===== src/rtl/serial_sub_pkg.sv =====
// Shared encodings for the bit-serial subtractor.
// Default width and FSM state encoding; no logic.
package serial_sub_pkg;
  localparam int DEFAULT_WIDTH = 8;

  typedef enum logic [1:0] {
    IDLE = 2'd0,
    RUN  = 2'd1,
    DONE = 2'd2
  } state_e;
endpackage


===== src/rtl/full_sub.sv =====
// One-bit full subtractor: Diff = A - B - Bin, Bout = borrow out.
// Purely combinational, no backpressure.
module full_sub (
  input  logic A,
  input  logic B,
  input  logic Bin,
  output logic Diff,
  output logic Bout
);
  assign Diff = A ^ B ^ Bin;
  assign Bout = (~A & B) | (~A & Bin) | (B & Bin);
endmodule


===== src/rtl/serial_sub_ctrl.sv =====
// Bit-serial a - b - bin, LSB first, through one full_sub cell; SERIAL_SUB_OVF_EN adds ovf.
// Latency: result registered WIDTH edges after start is accepted, done pulses one cycle.
// Backpressure: start is only honoured in IDLE; requests while busy are dropped.
module serial_sub_ctrl
  import serial_sub_pkg::*;
#(
  parameter int WIDTH = DEFAULT_WIDTH
) (
  input  logic             clk,
  input  logic             rst_n,
  input  logic             start,
  input  logic [WIDTH-1:0] a,
  input  logic [WIDTH-1:0] b,
  input  logic             bin,
  output logic             busy,
  output logic             done,
  output logic [WIDTH-1:0] diff,
  output logic             borrow_out
`ifdef SERIAL_SUB_OVF_EN
  ,
  output logic             ovf
`endif
);
  localparam int CW = (WIDTH > 1) ? $clog2(WIDTH) : 1;
  localparam logic [CW-1:0] LAST = CW'(WIDTH - 1);

  state_e           state_q, state_d;
  logic [WIDTH-1:0] a_sh_q, a_sh_d;
  logic [WIDTH-1:0] b_sh_q, b_sh_d;
  logic [WIDTH-1:0] diff_q, diff_d;
  logic [CW-1:0]    cnt_q, cnt_d;
  logic             brw_q, brw_d;
  logic             borrow_q, borrow_d;
  logic             fs_diff, fs_bout;
`ifdef SERIAL_SUB_OVF_EN
  logic             a_msb_q, a_msb_d;
  logic             b_msb_q, b_msb_d;
  logic             ovf_q, ovf_d;
`endif

  full_sub u_full_sub (
    .A   (a_sh_q[0]),
    .B   (b_sh_q[0]),
    .Bin (brw_q),
    .Diff(fs_diff),
    .Bout(fs_bout)
  );

  always_comb begin
    state_d  = state_q;
    a_sh_d   = a_sh_q;
    b_sh_d   = b_sh_q;
    diff_d   = diff_q;
    cnt_d    = cnt_q;
    brw_d    = brw_q;
    borrow_d = borrow_q;
`ifdef SERIAL_SUB_OVF_EN
    a_msb_d  = a_msb_q;
    b_msb_d  = b_msb_q;
    ovf_d    = ovf_q;
`endif
    case (state_q)
      IDLE: begin
        if (start) begin
          state_d = RUN;
          a_sh_d  = a;
          b_sh_d  = b;
          brw_d   = bin;
          cnt_d   = '0;
`ifdef SERIAL_SUB_OVF_EN
          a_msb_d = a[WIDTH-1];
          b_msb_d = b[WIDTH-1];
`endif
        end
      end
      RUN: begin
        // Result bits fill a_sh from the top as minuend bits leave the bottom.
        a_sh_d = {fs_diff, a_sh_q[WIDTH-1:1]};
        b_sh_d = {1'b0, b_sh_q[WIDTH-1:1]};
        brw_d  = fs_bout;
        cnt_d  = cnt_q + CW'(1);
        if (cnt_q == LAST) begin
          state_d  = DONE;
          cnt_d    = '0;
          diff_d   = {fs_diff, a_sh_q[WIDTH-1:1]};
          borrow_d = fs_bout;
`ifdef SERIAL_SUB_OVF_EN
          ovf_d    = (a_msb_q != b_msb_q) && (fs_diff != a_msb_q);
`endif
        end
      end
      DONE:    state_d = IDLE;
      default: state_d = IDLE;
    endcase
  end

  always_ff @(posedge clk or negedge rst_n) begin
    if (!rst_n) begin
      state_q  <= IDLE;
      a_sh_q   <= '0;
      b_sh_q   <= '0;
      diff_q   <= '0;
      cnt_q    <= '0;
      brw_q    <= 1'b0;
      borrow_q <= 1'b0;
    end else begin
      state_q  <= state_d;
      a_sh_q   <= a_sh_d;
      b_sh_q   <= b_sh_d;
      diff_q   <= diff_d;
      cnt_q    <= cnt_d;
      brw_q    <= brw_d;
      borrow_q <= borrow_d;
    end
  end

`ifdef SERIAL_SUB_OVF_EN
  always_ff @(posedge clk or negedge rst_n) begin
    if (!rst_n) begin
      a_msb_q <= 1'b0;
      b_msb_q <= 1'b0;
      ovf_q   <= 1'b0;
    end else begin
      a_msb_q <= a_msb_d;
      b_msb_q <= b_msb_d;
      ovf_q   <= ovf_d;
    end
  end

  assign ovf = ovf_q;
`endif

  assign busy       = (state_q != IDLE);
  assign done       = (state_q == DONE);
  assign diff       = diff_q;
  assign borrow_out = borrow_q;
endmodule


===== config.mk =====
export PLATFORM = sky130hd
export DESIGN_NAME = serial_sub_ctrl
export DESIGN_NICKNAME = d
export VERILOG_FILES = /design/src/rtl/serial_sub_pkg.sv /design/src/rtl/full_sub.sv /design/src/rtl/serial_sub_ctrl.sv
export SDC_FILE = /design/constraint.sdc
export NUM_CORES = 1
export LEC_CHECK = 0
export CORE_MARGIN = 2
export CORE_UTILIZATION = 35
export CTS_CLUSTER_SIZE = 24
export DETAILED_ROUTE_END_ITERATION = 7
export GPL_TIMING_DRIVEN = 0
export PLACE_DENSITY = 0.67
export SYNTH_ARGS = -nofsm -noshare
export SYNTH_HDL_FRONTEND = slang
export SYNTH_SLANG_ARGS = --single-unit

===== constraint.sdc =====
create_clock -name clk -period 2.3 [get_ports clk]
set_input_delay 0.46 -clock clk [delete_from_list [all_inputs] [get_ports clk]]
set_output_delay 0.46 -clock clk [all_outputs]
set_load 0.02 [all_outputs]

==> impl_metrics.tcl, run 1 <==
set metrics [dict create \
    critPathSlowestCell "clkdlybuf4s50_1" \
    first_iter_violations 49 \
    clock-sinks 31 \
    synthesis.area_sq_um 1471 \
    min_period_over_period_pct 95.85 \
    min_period_ns 2.204 \
    max_freq_mhz 453.6 \
    syn_nets 141 \
    critPathBufInv 2 \
    cts_max_level 2 \
    stdcell_area_sq_um 1947 \
    min_path_type "input port to async pin" \
    status "finished, final reports clean" \
    cts_buffers 5 \
    mostFrequentLayoutCells "dfrtp_1, clkdlybuf4s50_1, inv_1" \
    setup-tns-final_ns 0 \
    drive_gt1_share_pct 22.44 \
    crit_type "register to primary output" \
    clock_path_buffers 2 \
    n_antenna_cell 0 \
    worst_pin_slew_ns 0.6691 \
    die_y_um 68.84 \
    yosysWarnings 0 \
    ys_seq_elements 31 \
    portBuffers 30 \
    ys_seq_area_share_pct 52.72 \
    max_slew_margin_pct 55.39 \
    power.density_nw_per_um2 1329 \
    cts_tree "yes" \
    clk_pin_slew_ns 0.06 \
    hold_viol 0 \
    ys_types 29 \
    post_cts_buffers 0 \
    grt_pass1_vias 1062 \
    end_kind "primary output" \
    gp_congestion 0.8125 \
    vias 1087 \
    netlist_top_cells_area "dfrtp_1, mux2_2, or4b_1, nor4b_1, o221a_2" \
    firstDrtPassIters 4 \
    syn_area_per_cell_sq_um 12.47 \
    clk_latency_ns 0.28 \
    floorplan.rows 23 \
    final_common_cell "dfrtp_1" \
    drv_cap 0 \
    routed_via_density 5.277 \
    syn_to_final_growth_pct 32.31 \
    cp_top_family "buffers and inverters" \
    irDropWorstVdd_mv 0.5968 \
    fin_nets 178 \
    ant_nets 0 \
    io_pins 31 \
    cts-hold-fix-buffers 0 \
    yosys.area.top_type_share_pct 52.72 \
    worstPathArrival_ns 1.74 \
    hpwl_mm 2.286 \
    clock_skew_ns 0.002293 \
    grt.total_usage_pct 15.38 \
    grt_max_degree 32 \
    initial_core_util_pct 36.52 \
    antenna_found_initial 0 \
    p_leak_nw 0.8216 \
    synthCells 118 \
    grt_overflow 0 \
    placed_cell_area_sq_um 1834 \
    drc_errors 0 \
    grt_pass1_wl_mm 5.133 \
    drt-total-wl_mm 3.127 \
    setup_viol 0 \
    die_w_um 68.84 \
    slew_viol_final 0 \
    start_kind "register" \
    cts-root-buf "clkbuf_8" \
    cp_data_required_time_ns 1.84 \
    slowest_delay_ns 0.54 \
    core_sq_um 4029 \
    synth_area_leader_cell "dfrtp_1" \
    wl_per_cell_um 15.18 \
    rsz0062_at_grt "no" \
    path_cells "buf_6, or2_2, clkdlybuf4s50_1" \
    die_area_sq_um 4739 \
    crit_fanout 10 \
]
registers in the layout, summed over array words and instances, names as in the netlist:
register    count
brw_q           1
a_sh_q          8
borrow_out      1
b_sh_q          8
cnt_q           3
state_q         2
diff            8
area by class of cell:
cell class,count,area (sq um)
multi-input cells,65,596.8
plain buffers,12,61.31
inverters,10,37.54
clock buffers,6,82.58
flip-flops and latches,31,777.0
repair buffers,30,294.0
clock inverters,2,35.03
fillers,372,2082
well taps,50,62.56
synth_stat cells:
| master | number |
|---|---|
| a221oi_1 | 5 |
| or3b_2 | 1 |
| buf_2 | 7 |
| o21bai_1 | 1 |
| o211ai_1 | 1 |
| ha_1 | 2 |
| a21oi_1 | 1 |
| a22o_1 | 3 |
| nand2_1 | 2 |
| o21ba_2 | 1 |
| dfrtp_1 | 31 |
| nand3b_1 | 1 |
| buf_6 | 1 |
| o221a_2 | 6 |
| nor2b_1 | 1 |
| a211oi_1 | 3 |
| mux2_2 | 8 |
| inv_1 | 10 |
| fa_1 | 1 |
| mux2i_1 | 1 |
| or4b_1 | 8 |
| nand2b_1 | 3 |
| nor4b_1 | 8 |
| clkbuf_1 | 4 |
| or2_2 | 1 |
| o221a_1 | 2 |
| and2b_1 | 1 |
| nor2_1 | 1 |
| nor3b_1 | 3 |
power breakdown:
part / switching (mW) / internal, mW / leakage, nW / total [mW]
clock: 0.200 / 0.350 / 0.0612 / 0.550
sequential: 0.153 / 0.805 / 0.354 / 0.958
combinational: 0.507 / 0.572 / 0.406 / 1.08
total: 0.861 / 1.73 / 0.822 / 2.59
final timing paths:
kind	from	endpoint	slack [ns]	cells after the start
max in group asynchronous	rst_n	state_q[1]	1.61	1
setup reg to reg	cnt_q[0]	diff[0]	0.66	5
min in group clk	a_sh_q[6]	diff[5]	0.50	1
hold reg to reg	a_sh_q[6]	diff[5]	0.50	1
setup / recovery	state_q[1]	busy	0.1	3
hold / removal	rst_n	diff[3]	0.21	1
timing repair:
action	in CTS	in global routing
endpoints found under the hold margin	0	0
gates resized for setup	2	0
endpoints found under the setup margin	1	0
through the flow:
stage	power [mW]	instances	util (%)	hold WS, ns	setup slack, ns
4_1_cts	2.611	206	48.45	0.5036	0.08414
6_report	2.588	206	48.32	0.2103	0.09554
2_1_floorplan	1.663	118	-	0.1644	0.7652
3_3_place_gp	2.008	198	45.53	0.4866	0.2130
3_5_place_dp	2.062	198	45.53	0.4898	0.2074
5_1_grt	2.776	206	48.32	0.2683	0.03579
per-layer routing:
metal  routed length (um)  up-vias  track usage (%)
met5                    0        -                0
met1                 1417      547            19.71
met4                   47        0            6.618
li1                     -      512                -
met2                 1548       24            24.64
met3                  113        4            3.896
cells by family (layout without fill, tap and decap cells):
kind of cell,after synthesis,count (layout),synth area share [%]
flops,31,31,52.72
simple gates,30,30,16.24
compound gates,23,23,14.46
buf+inv,22,60,6.717
mux,9,9,6.803
fa+ha+maj,3,3,3.061
No activity file was read; power rests on OpenSTA's default activity.
==> run 2: changes to the inputs <==
Settings changed: CORE_MARGIN 2 to not set.
==> run 2 against run 1 <==
  * Cell count unchanged
  * Routed wire length is 3.5% lower
  * Critical path depth is the same
  * Sequential share of layout area is the same
  * First-iteration DRC count is 24% lower
  * Design area did not move
  * Critical endpoint unchanged
  * Largest cell class unchanged
==> impl_metrics.tcl, run 2 (synthesis results as in run 1) <==
set metrics [dict create \
    cts_resized 2 \
    power.density_nw_per_um2 1322 \
    rr_startpoint "cnt_q[0]" \
    clock_skew_ns 0.001752 \
    hpwl_mm 2.165 \
    p_total_mw 2.574 \
    slowest_delay_ns 0.54 \
    slew_viol_final 0 \
    drv_cap 0 \
    end_kind "primary output" \
    setup_viol 0 \
    routed_via_density 5.243 \
    grt.total_usage_pct 15.53 \
    n_antenna_cell 0 \
    clock-sinks 31 \
    cp_data_required_time_ns 1.84 \
    stdcell_count 206 \
    fin_nets 178 \
    max_slew_margin_pct 54.86 \
    worstPathArrival_ns 1.74 \
    worst_pin_slew_ns 0.6772 \
    start_kind "register" \
    clock_path_buffers 2 \
    rrSetupSlack_ns 0.65 \
    syn_to_final_growth_pct 32.31 \
    dp.cells 198 \
    status "finished, final reports clean" \
    antenna_found_initial 0 \
    io_pins 31 \
    rsz0062_at_grt "no" \
    critPathSlowestCell "clkdlybuf4s50_1" \
    ant_nets 0 \
    fin_util_pct 48.32 \
    post_cts_buffers 0 \
    max_freq_mhz 454.1 \
    p_leak_nw 0.8216 \
    drt-total-wl_mm 3.019 \
    final_common_cell "dfrtp_1" \
    grt_max_degree 32 \
    cts_tree "yes" \
    path_cells "buf_6, or2_2, clkdlybuf4s50_1" \
    min_path_type "input port to async pin" \
    initial_core_util_pct 36.52 \
    die_y_um 66.84 \
    portBuffers 30 \
    gp_congestion 0.8191 \
    firstDrtPassIters 4 \
    vias 1080 \
    grt_overflow 0 \
    cts_buffers 5 \
    floorplan.rows 23 \
    r2r_end "diff[5]" \
    crit_fanout 10 \
    hold_slack_ns 0.2234 \
    setup-tns-final_ns 0 \
    clk_latency_ns 0.27 \
    first_iter_violations 37 \
    core_sq_um 4029 \
    wl_per_cell_um 14.66 \
    cts_max_level 2 \
    cts-root-buf "clkbuf_8" \
    die_area_sq_um 4468 \
    min_period_over_period_pct 95.76 \
    mostFrequentLayoutCells "dfrtp_1, clkdlybuf4s50_1, inv_1" \
    grt_pass1_vias 1038 \
    drive_gt1_share_pct 22.44 \
    irDropWorstVdd_mv 0.8565 \
    r2r_cells 5 \
    crit_type "register to primary output" \
    die_w_um 66.84 \
    drc_errors 0 \
    clk_pin_slew_ns 0.06 \
    min_period_ns 2.202 \
    cts-hold-fix-buffers 0 \
    hold_viol 0 \
    grt_pass1_wl_mm 5.071 \
]
run 2: area by class of cell:
cell class	count	area [sq um]
Clock buffer	6	82.58
Multi-Input combinational cell	65	596.8
Fill cell	356	2082
Tap cell	50	62.56
Inverter	10	37.54
Sequential cell	31	777.0
Buffer	12	61.31
Timing Repair Buffer	30	294.0
Clock inverter	2	35.03
run 2: critical path: cells and delay by family, from the launching register on:
family,cells,cell delay [ns]
buf+inv,2,0.70
simple gates,1,0.30
flops,1,0.46
run 2: layer usage:
layer  global-route usage, %  vias to the layer above  share of wire, %
met2                   24.24                       23                50
li1                        -                      514                 -
met1                   20.84                      541                46
met5                       0                        -                 0
met4                   4.255                        0              0.56
met3                   4.452                        2               3.9
run 2: how the worst max path moves through the flow:
stage          startpoint         to  slack [ns]  cells past startpoint
2_1_floorplan  state_q[1]       done        0.77                      3
3_3_place_gp   state_q[1]       done        0.22                      4
3_5_place_dp        rst_n  a_sh_q[4]        0.19                      1
4_1_cts        state_q[1]       busy        0.09                      3
5_1_grt        state_q[1]       busy        0.04                      3
6_report       state_q[1]       busy         0.1                      3
run 2: metrics by stage:
step	worst slack, ns	instance area [sq um]
finish	0.09761	1947
global placement	0.2203	1834
global route	0.04266	1947
detailed placement	0.1880	1834
floorplan	0.7652	1471
CTS	0.09296	1952
run 2: report_power, final:
group          switching (mW)  leakage, nW  internal (mW)
combinational           0.500        0.406          0.569
sequential              0.151        0.354          0.805
clock                   0.198       0.0612          0.350
